File: src/rtl/rv32_rf_pkg.sv
// -----------------------------------------------------------------------------
// rv32_rf_pkg
// Shared constants and types for the register-file writeback path.
//   DATA_W   : register data width
//   ADDR_W   : register index width (32 registers, x0 hardwired to zero)
//   X0_IDX   : index of the hardwired-zero register
//   req_id_e : requester identity driven on grant_id (REQ_EXE / REQ_LD)
//   ptr_state_e : round-robin pointer, records the last accepted requester
// -----------------------------------------------------------------------------
package rv32_rf_pkg;

  localparam int DATA_W = 32;
  localparam int ADDR_W = 5;

  localparam logic [ADDR_W-1:0] X0_IDX = 5'd0;

  typedef enum logic {
    REQ_EXE = 1'b0,
    REQ_LD  = 1'b1
  } req_id_e;

  typedef enum logic {
    LAST0 = 1'b0,
    LAST1 = 1'b1
  } ptr_state_e;

endpackage

File: src/rtl/rf_rr_pick.sv
// -----------------------------------------------------------------------------
// rf_rr_pick
// Combinational grant decision between the execute (0) and load (1) writeback
// requesters.
//   v0, v1 : request valids
//   ptr    : last accepted requester; on a conflict the other one wins
//   grant  : one-hot grant, bit 0 = requester 0, bit 1 = requester 1
// -----------------------------------------------------------------------------
module rf_rr_pick
  import rv32_rf_pkg::*;
(
  input  logic       v0,
  input  logic       v1,
  input  ptr_state_e ptr,
  output logic [1:0] grant
);

  // One-hot grant from the two valids and the pointer
  always_comb begin
    grant = 2'b00;
    case ({v1, v0})
      2'b01: grant = 2'b01;
      2'b10: grant = 2'b10;
      2'b11: begin
        if (ptr == LAST1) begin
          grant = 2'b01;
        end else begin
          grant = 2'b10;
        end
      end
      default: grant = 2'b00;
    endcase
  end

endmodule

File: src/rtl/rf_wb_arbiter.sv
// -----------------------------------------------------------------------------
// rf_wb_arbiter
// Arbitrates two writeback sources onto the single register-file write port.
// A lone requester is accepted in the same cycle; on a conflict the grant
// alternates (round robin). The accepted write is registered and appears on
// the write port one cycle after the accept. Writes to x0 are consumed but
// never raise rf_load.
//
// Build option: define RF_ARB_LOAD_PRIO_EN to give the load requester (1)
// fixed priority on conflicts; the round-robin pointer is then not built.
//
// Ports:
//   clk, res                  : clock, asynchronous active-low reset
//   req0_valid/ready/addr/data: execute-stage writeback handshake
//   req1_valid/ready/addr/data: load-return writeback handshake
//   rf_load, rf_addr, rf_data : register-file write port (registered)
//   grant_id                  : requester that produced the current write
//   conflict_cnt              : saturating count of cycles with both valid
// -----------------------------------------------------------------------------
module rf_wb_arbiter #(
  parameter int DATA_W = rv32_rf_pkg::DATA_W,
  parameter int ADDR_W = rv32_rf_pkg::ADDR_W,
  parameter int CNT_W  = 16
) (
  input  logic              clk,
  input  logic              res,
  input  logic              req0_valid,
  output logic              req0_ready,
  input  logic [ADDR_W-1:0] req0_addr,
  input  logic [DATA_W-1:0] req0_data,
  input  logic              req1_valid,
  output logic              req1_ready,
  input  logic [ADDR_W-1:0] req1_addr,
  input  logic [DATA_W-1:0] req1_data,
  output logic              rf_load,
  output logic [ADDR_W-1:0] rf_addr,
  output logic [DATA_W-1:0] rf_data,
  output logic              grant_id,
  output logic [CNT_W-1:0]  conflict_cnt
);

  import rv32_rf_pkg::*;

  logic [1:0]        grant_s;
  logic              accept0_s;
  logic              accept1_s;
  logic              accept_s;
  logic              both_s;
  ptr_state_e        ptr_s;
  logic [ADDR_W-1:0] win_addr_s;
  logic [DATA_W-1:0] win_data_s;
  logic              win_id_s;

  logic              rf_load_r;
  logic [ADDR_W-1:0] rf_addr_r;
  logic [DATA_W-1:0] rf_data_r;
  logic              grant_id_r;
  logic [CNT_W-1:0]  conflict_cnt_r;

  rf_rr_pick u_pick (
    .v0    (req0_valid),
    .v1    (req1_valid),
    .ptr   (ptr_s),
    .grant (grant_s)
  );

  // Readys are gated by reset so nothing can be consumed while res is low
  assign req0_ready = grant_s[0] & res;
  assign req1_ready = grant_s[1] & res;

  assign accept0_s = req0_valid & req0_ready;
  assign accept1_s = req1_valid & req1_ready;
  assign accept_s  = accept0_s | accept1_s;
  assign both_s    = req0_valid & req1_valid;

`ifdef RF_ARB_LOAD_PRIO_EN
  // Fixed pointer: a constant LAST0 makes requester 1 win every conflict
  always_comb begin
    ptr_s = LAST0;
  end
`else
  ptr_state_e ptr_r;
  ptr_state_e ptr_next_s;

  // Pointer state register; after reset requester 0 wins the first conflict
  always_ff @(posedge clk or negedge res) begin
    if (!res) begin
      ptr_r <= LAST1;
    end else begin
      ptr_r <= ptr_next_s;
    end
  end

  // Pointer next state: follow the accepted requester, hold when idle
  always_comb begin
    ptr_next_s = ptr_r;
    case (ptr_r)
      LAST0: begin
        if (accept1_s) begin
          ptr_next_s = LAST1;
        end else begin
          ptr_next_s = LAST0;
        end
      end
      LAST1: begin
        if (accept0_s) begin
          ptr_next_s = LAST0;
        end else begin
          ptr_next_s = LAST1;
        end
      end
      default: ptr_next_s = LAST1;
    endcase
  end

  // Pointer output decode presented to the grant picker
  always_comb begin
    ptr_s = LAST1;
    case (ptr_r)
      LAST0:   ptr_s = LAST0;
      LAST1:   ptr_s = LAST1;
      default: ptr_s = LAST1;
    endcase
  end
`endif

  // Select the accepted request's payload
  always_comb begin
    win_addr_s = req0_addr;
    win_data_s = req0_data;
    win_id_s   = REQ_EXE;
    if (accept1_s) begin
      win_addr_s = req1_addr;
      win_data_s = req1_data;
      win_id_s   = REQ_LD;
    end else begin
      win_addr_s = req0_addr;
      win_data_s = req0_data;
      win_id_s   = REQ_EXE;
    end
  end

  // Write-port register: one-cycle rf_load pulse, payload held between writes
  always_ff @(posedge clk or negedge res) begin
    if (!res) begin
      rf_load_r  <= 1'b0;
      rf_addr_r  <= {ADDR_W{1'b0}};
      rf_data_r  <= {DATA_W{1'b0}};
      grant_id_r <= 1'b0;
    end else if (accept_s) begin
      rf_load_r  <= (win_addr_s != ADDR_W'(X0_IDX));
      rf_addr_r  <= win_addr_s;
      rf_data_r  <= win_data_s;
      grant_id_r <= win_id_s;
    end else begin
      rf_load_r  <= 1'b0;
    end
  end

  // Conflict counter, saturates at all-ones
  always_ff @(posedge clk or negedge res) begin
    if (!res) begin
      conflict_cnt_r <= {CNT_W{1'b0}};
    end else if (both_s && (conflict_cnt_r != {CNT_W{1'b1}})) begin
      conflict_cnt_r <= conflict_cnt_r + CNT_W'(1);
    end else begin
      conflict_cnt_r <= conflict_cnt_r;
    end
  end

  assign rf_load      = rf_load_r;
  assign rf_addr      = rf_addr_r;
  assign rf_data      = rf_data_r;
  assign grant_id     = grant_id_r;
  assign conflict_cnt = conflict_cnt_r;

endmodule

File: config.mk
export PLATFORM = sky130hd
export DESIGN_NAME = rf_wb_arbiter
export DESIGN_NICKNAME = d
export VERILOG_FILES = /design/src/rtl/rv32_rf_pkg.sv /design/src/rtl/rf_rr_pick.sv /design/src/rtl/rf_wb_arbiter.sv
export SDC_FILE = /design/constraint.sdc
export NUM_CORES = 1
export LEC_CHECK = 0
export CAP_MARGIN = 10
export CORE_AREA = 2 2 78 87
export CTS_BUF_LIST = sky130_fd_sc_hd__clkbuf_8
export DETAILED_ROUTE_END_ITERATION = 6
export DIE_AREA = 0 0 80 89
export GPL_TIMING_DRIVEN = 0
export PLACE_DENSITY = 0.86
export SLEW_MARGIN = 20
export SYNTH_ARGS = -nofsm -noshare
export SYNTH_HDL_FRONTEND = slang
export SYNTH_HIERARCHICAL = 1
export SYNTH_SLANG_ARGS = --single-unit
export TNS_END_PERCENT = 10
File: constraint.sdc
create_clock -name clk -period 3.7 [get_ports clk]
set_input_delay 1.11 -clock clk [delete_from_list [all_inputs] [get_ports clk]]
set_output_delay 1.11 -clock clk [all_outputs]
set_load 0.005 [all_outputs]
# Yosys cells after proc, flatten, opt, wreduce, memory -nomap -nowiden
# Cells that the tools add are included.
[totals]
ff_bits = 56
inputBits = 78
output_inout_bits = 57
wordCells = 29
[op_classes]
addsub = 1
n_eq_ne = 4
n_mux = 9
bitwise = 7
reduce_logical = 2
[ops]
columns = ["op", "count"]
rows = [
  ["$mux W32", 1],
  ["$add A16 B1 Y16 const B", 1],
  ["$ne A16 B16 Y1 const B", 1],
  ["$pmux W2 S3", 1],
  ["$and A1 B1 Y1", 5],
  ["$mux W5", 1],
  ["$reduce_bool A5 Y1", 1],
  ["$eq A2 B2 Y1 const B", 2],
  ["$pmux W1 S2", 2],
  ["$mux W1", 3],
  ["$eq A2 B1 Y1 const B", 1],
  ["$mux W2", 1],
  ["$logic_and A1 B1 Y1", 1],
  ["$not A1 Y1", 1],
  ["$or A1 B1 Y1", 1],
]

# Logic depth before layout (Yosys ltp)
[logic_depth]
depth_word = 9
ltp_mapped = 7
depth_no_buf = 6

# Modules after synthesis
# The synthesis kept the hierarchy.
[modules_own_cells]
columns = ["mod", "n_inst", "cells_each", "area_each_um2", "seq_area_each_um2"]
rows = [
  ["rf_wb_arbiter", 1, 254, 2712.6, 1402.6],
  ["rf_rr_pick", 1, 3, 18.8, 0.0],
]

# Least setup slack after synthesis
# No wires, ideal clock.
[synth_path]
kind = "input port to output port"
from = "input port req1_valid"
to = "output port req1_ready"
arrival_time_ns = 1.420
required_time_ns = 2.590
setup_slack_ns = 1.170
cell_stages = 2
n_path_buf = 0
path_cell_list = "a21boi_0 > and2_1"
[synth_via]
elab_chain_cells = 3
elab_cells_between_ends = 5
classes_between = "3 x eq/ne; 1 x mux; 1 x bitwise"
[synth_rtl]
columns = ["item", "line", "source"]
rows = [
  ["start, declared", "rf_wb_arbiter.sv:31", "input logic req1_valid,"],
  ["$eq A2 B2 Y1 or $eq A2 B1 Y1 (tied branches)", "rf_rr_pick.sv:21", "case ({v1, v0})"],
  ["$pmux W2 S3 *", "rf_rr_pick.sv:21", ""],
  ["$and A1 B1 Y1 *", "rf_wb_arbiter.sv:69", "assign req1_ready = grant_s[1] & res;"],
  ["end, declared", "rf_wb_arbiter.sv:32", "output logic req1_ready,"],
]
# Every way passes the cells marked *; elsewhere a longest branch is shown, timed or not.

# Final worst setup path
[layout_path]
from = "input port res"
to = "output port req0_ready"
[layout_via]
elab_chain_cells = 1
[layout_rtl]
columns = ["item", "line", "source"]
rows = [
  ["start, declared", "rf_wb_arbiter.sv:26", "input logic res,"],
  ["$and A1 B1 Y1", "rf_wb_arbiter.sv:68", "assign req0_ready = grant_s[0] & res;"],
  ["end, declared", "rf_wb_arbiter.sv:28", "output logic req0_ready,"],
]
# No other way between the ends.

==> flow_metrics.env <==
export IMPL_worst_pin_slew_ns=0.5291
export IMPL_hp_class="register to register"
export IMPL_synth_cells=257
export IMPL_relSlewSlack_pct=64.73
export IMPL_num_vias=2543
export IMPL_synth_top_area_cell="dfrtp_1"
export IMPL_worstPathRequired_ns=2.59
export IMPL_critical_path_class="input pin to output pin"
export IMPL_arrival_ns=2.28
export IMPL_hold_viol=0
export IMPL_overflow=0
export IMPL_viasPerCell=5.309
export IMPL_status="finished clean"
export IMPL_cap_violations=0
export IMPL_fp_dieW_um=80
export IMPL_vdd_drop_max_uv=242.5
export IMPL_holdBufCountCts=0
export IMPL_port_buffers=134
export IMPL_synth_edf_count=0
export IMPL_ys_flop_type="dfrtp_1"
export IMPL_max_freq_ghz=0.2949
export IMPL_path_depth=3
export IMPL_drt_iter0_drc=111
export IMPL_hpwl_mm=5.753
export IMPL_yosys_cell_types_count=42
export IMPL_placed_cells=471
export IMPL_synth_net_count=336
export IMPL_num_antenna_cells=0
export IMPL_slew_violations=0
export IMPL_drive_gt1_share_pct=7.018
export IMPL_endpoint_kind="output pin"
export IMPL_routedWlPerCell_um=15.80
export IMPL_grt_pass1_wl_mm=12.11
export IMPL_ctsHtreeMaxLevel=2
export IMPL_yosys_warnings=6
export IMPL_nets=477
export IMPL_cts_root_buf="clkbuf_8"
export IMPL_yosysMostFrequentCell="dfrtp_1"
export IMPL_synthTopCellsByCount="dfrtp_1, nand2_1, mux2i_1"
export IMPL_die_h_um=89
export IMPL_drtPass1Iterations=4
export IMPL_leakage_uw=0.001965
export IMPL_cts_sinks=56
export IMPL_post_synth_cell_area_avg_um2=10.63
export IMPL_synthMuxAreaShare_pct=15.35
export IMPL_synthAdderAreaFrac_pct=0.4581
export IMPL_placementRows=30
export IMPL_syn_cell_area_um2=2731
export IMPL_synthSimpleGateAreaFrac_pct=16.22
export IMPL_final_util_pct=69.35
export IMPL_clk_latency_ns=0.30
export IMPL_grt_total_usage_pct=21.57
export IMPL_start_kind="input pin"
export IMPL_fin_skew_ns=0.003682
export IMPL_ant_nets=0
export IMPL_finalPower_uw=1853
export IMPL_grt_pass1_vias=2549
export IMPL_synth_xor_area_share_pct=1.924
export IMPL_path_delay_family="buffers and inverters"
export IMPL_antenna_found_initial=0
export IMPL_core_um2=6156
export IMPL_grt_max_degree=60
export IMPL_clk_path_buf_depth=2
export IMPL_finalCritPeriodShare_pct=91.66
export IMPL_rsz0062_at_grt="no"
export IMPL_cts_buffers_inserted=5
export IMPL_setup_viol=0
export IMPL_synth_top_family_by_area="simple AND/OR/NAND/NOR gates"
export IMPL_seq_area_frac_synth_pct=51.35
export IMPL_synth_seq_cells=56
export IMPL_crit_buf_inv=2
export IMPL_slowest_stage="clkdlybuf4s50_1"
export IMPL_drc=0
export IMPL_reg2regPathDepth=5
export IMPL_clk_pin_slew_ns=0.09
export IMPL_final_cells=479
export IMPL_cp_max_fo=59
export IMPL_path_cells="buf_6 > and2_1 > clkdlybuf4s50_1"
export IMPL_gp_congestion=0.7898
export IMPL_synth_top_area_share_pct=50.39
export IMPL_synth_compound_area_share_pct=12.05
export IMPL_cpPeakStageDelay_ns=0.52
export IMPL_hold_depth=1
export IMPL_start_util_pct=44.37
export IMPL_cts_tree="done"
export IMPL_async_flop_share_pct=100.0
export IMPL_ios=135
export IMPL_layout_min_cycle_time_ns=3.391
export IMPL_wirelength_mm=7.569
export IMPL_power_density_nw_per_um2=434.1
export IMPL_place_ws_ns=0.04641
export IMPL_fin_ws_ns=0.3086
export IMPL_synthTopCellsByArea="dfrtp_1, mux2i_1, nand2_1"
export IMPL_synthToLayoutAreaGrowth_pct=56.30
export IMPL_die_area_um2=7120
## cell families (layout without fill, tap and decap cells)
logic type | after synthesis | count (layout)
XOR/XNOR | 6 | 6
flip-flops | 56 | 56
adder cells (fa/ha/maj) | 1 | 1
AND/OR/NAND/NOR | 77 | 77
AO/OA/AOI/OAI | 59 | 59
buffers and inverters | 17 | 159
multiplexers | 41 | 41
## placed cells by master, fill, tap and decap left out, types with 2 or more instances in the layout
master             n
a21oi_1            6
o21ai_1           22
or4_1              2
nand4_2            2
nand3_2            3
nand4_1            4
nor2b_1            2
clkbuf_8           6
mux2i_1           37
nand2_1           42
dfrtp_1           55
a41oi_1            3
and2_1             5
xor2_1             3
a31oi_1            2
dlymetal6s2s_1     2
nor2_1             5
buf_2              7
xnor2_1            3
a21boi_1           3
o21ai_0           18
inv_1              6
mux2_1             2
clkdlybuf4s50_1  131
clkbuf_1           6
and3_1             3
## path summary, 6_finish.rpt
kind	from	end	slack (ns)
max in group asynchronous	res	ptr_r	2.55
max	res	req0_ready	0.31
min	grant_id	grant_id	0.49
max reg2reg	conflict_cnt[0]	conflict_cnt[1]	1.92
min in group asynchronous	res	rf_data[20]	0.75
min reg2reg	grant_id	grant_id	0.49
## cell type report
type,count,area [um2]
Sequential cell,56,1403
Buffer,13,57.56
Clock inverter,2,7.507
Multi-Input combinational cell,184,1256
Fill cell,494,1887
Timing Repair Buffer,134,1348
Tap cell,80,100.1
Clock buffer,6,82.58
Inverter,4,15.01
## metal layers
| layer | vias up | GRT usage (%) | wire (um) |
|---|---|---|---|
| met3 | 14 | 4.343 | 427 |
| met1 | 1224 | 26.98 | 3052 |
| met5 | - | 0 | 0 |
| met2 | 102 | 37.73 | 3905 |
| met4 | 0 | 6.780 | 183 |
| li1 | 1203 | - | - |
## metrics by stage
stage / cell area [um2] / hold slack (ns) / setup TNS (ns)
after floorplan: 2731 / 0.4738 / 0
after global placement: 4173 / 0.4685 / -63.29
after detailed placement: 4170 / 0.4692 / 0
after CTS: 4260 / 0.4968 / 0
after global routing: 4269 / 0.5369 / 0
final: 4269 / 0.4903 / 0
## power breakdown
group	total, uW	switching, uW	internal [uW]	leakage (uW)
Sequential	877	119	757	0.000691
Combinational	642	223	419	0.00122
Clock	335	187	148	0.0000538
Total	1850	530	1320	0.00197
## state kept, by name, indices dropped and copies added (netlist names)
name	cells
grant_id	1
ptr_r	1
rf_addr	5
rf_load	1
rf_data	32
conflict_cnt	16
## what timing repair did
| item | CTS | global route |
|---|---|---|
| endpoints found under the setup margin | 0 | 2 |
| gates resized for setup | 0 | 4 |
| setup buffers | 0 | 0 |
No activity file was read; power rests on OpenSTA's default activity.
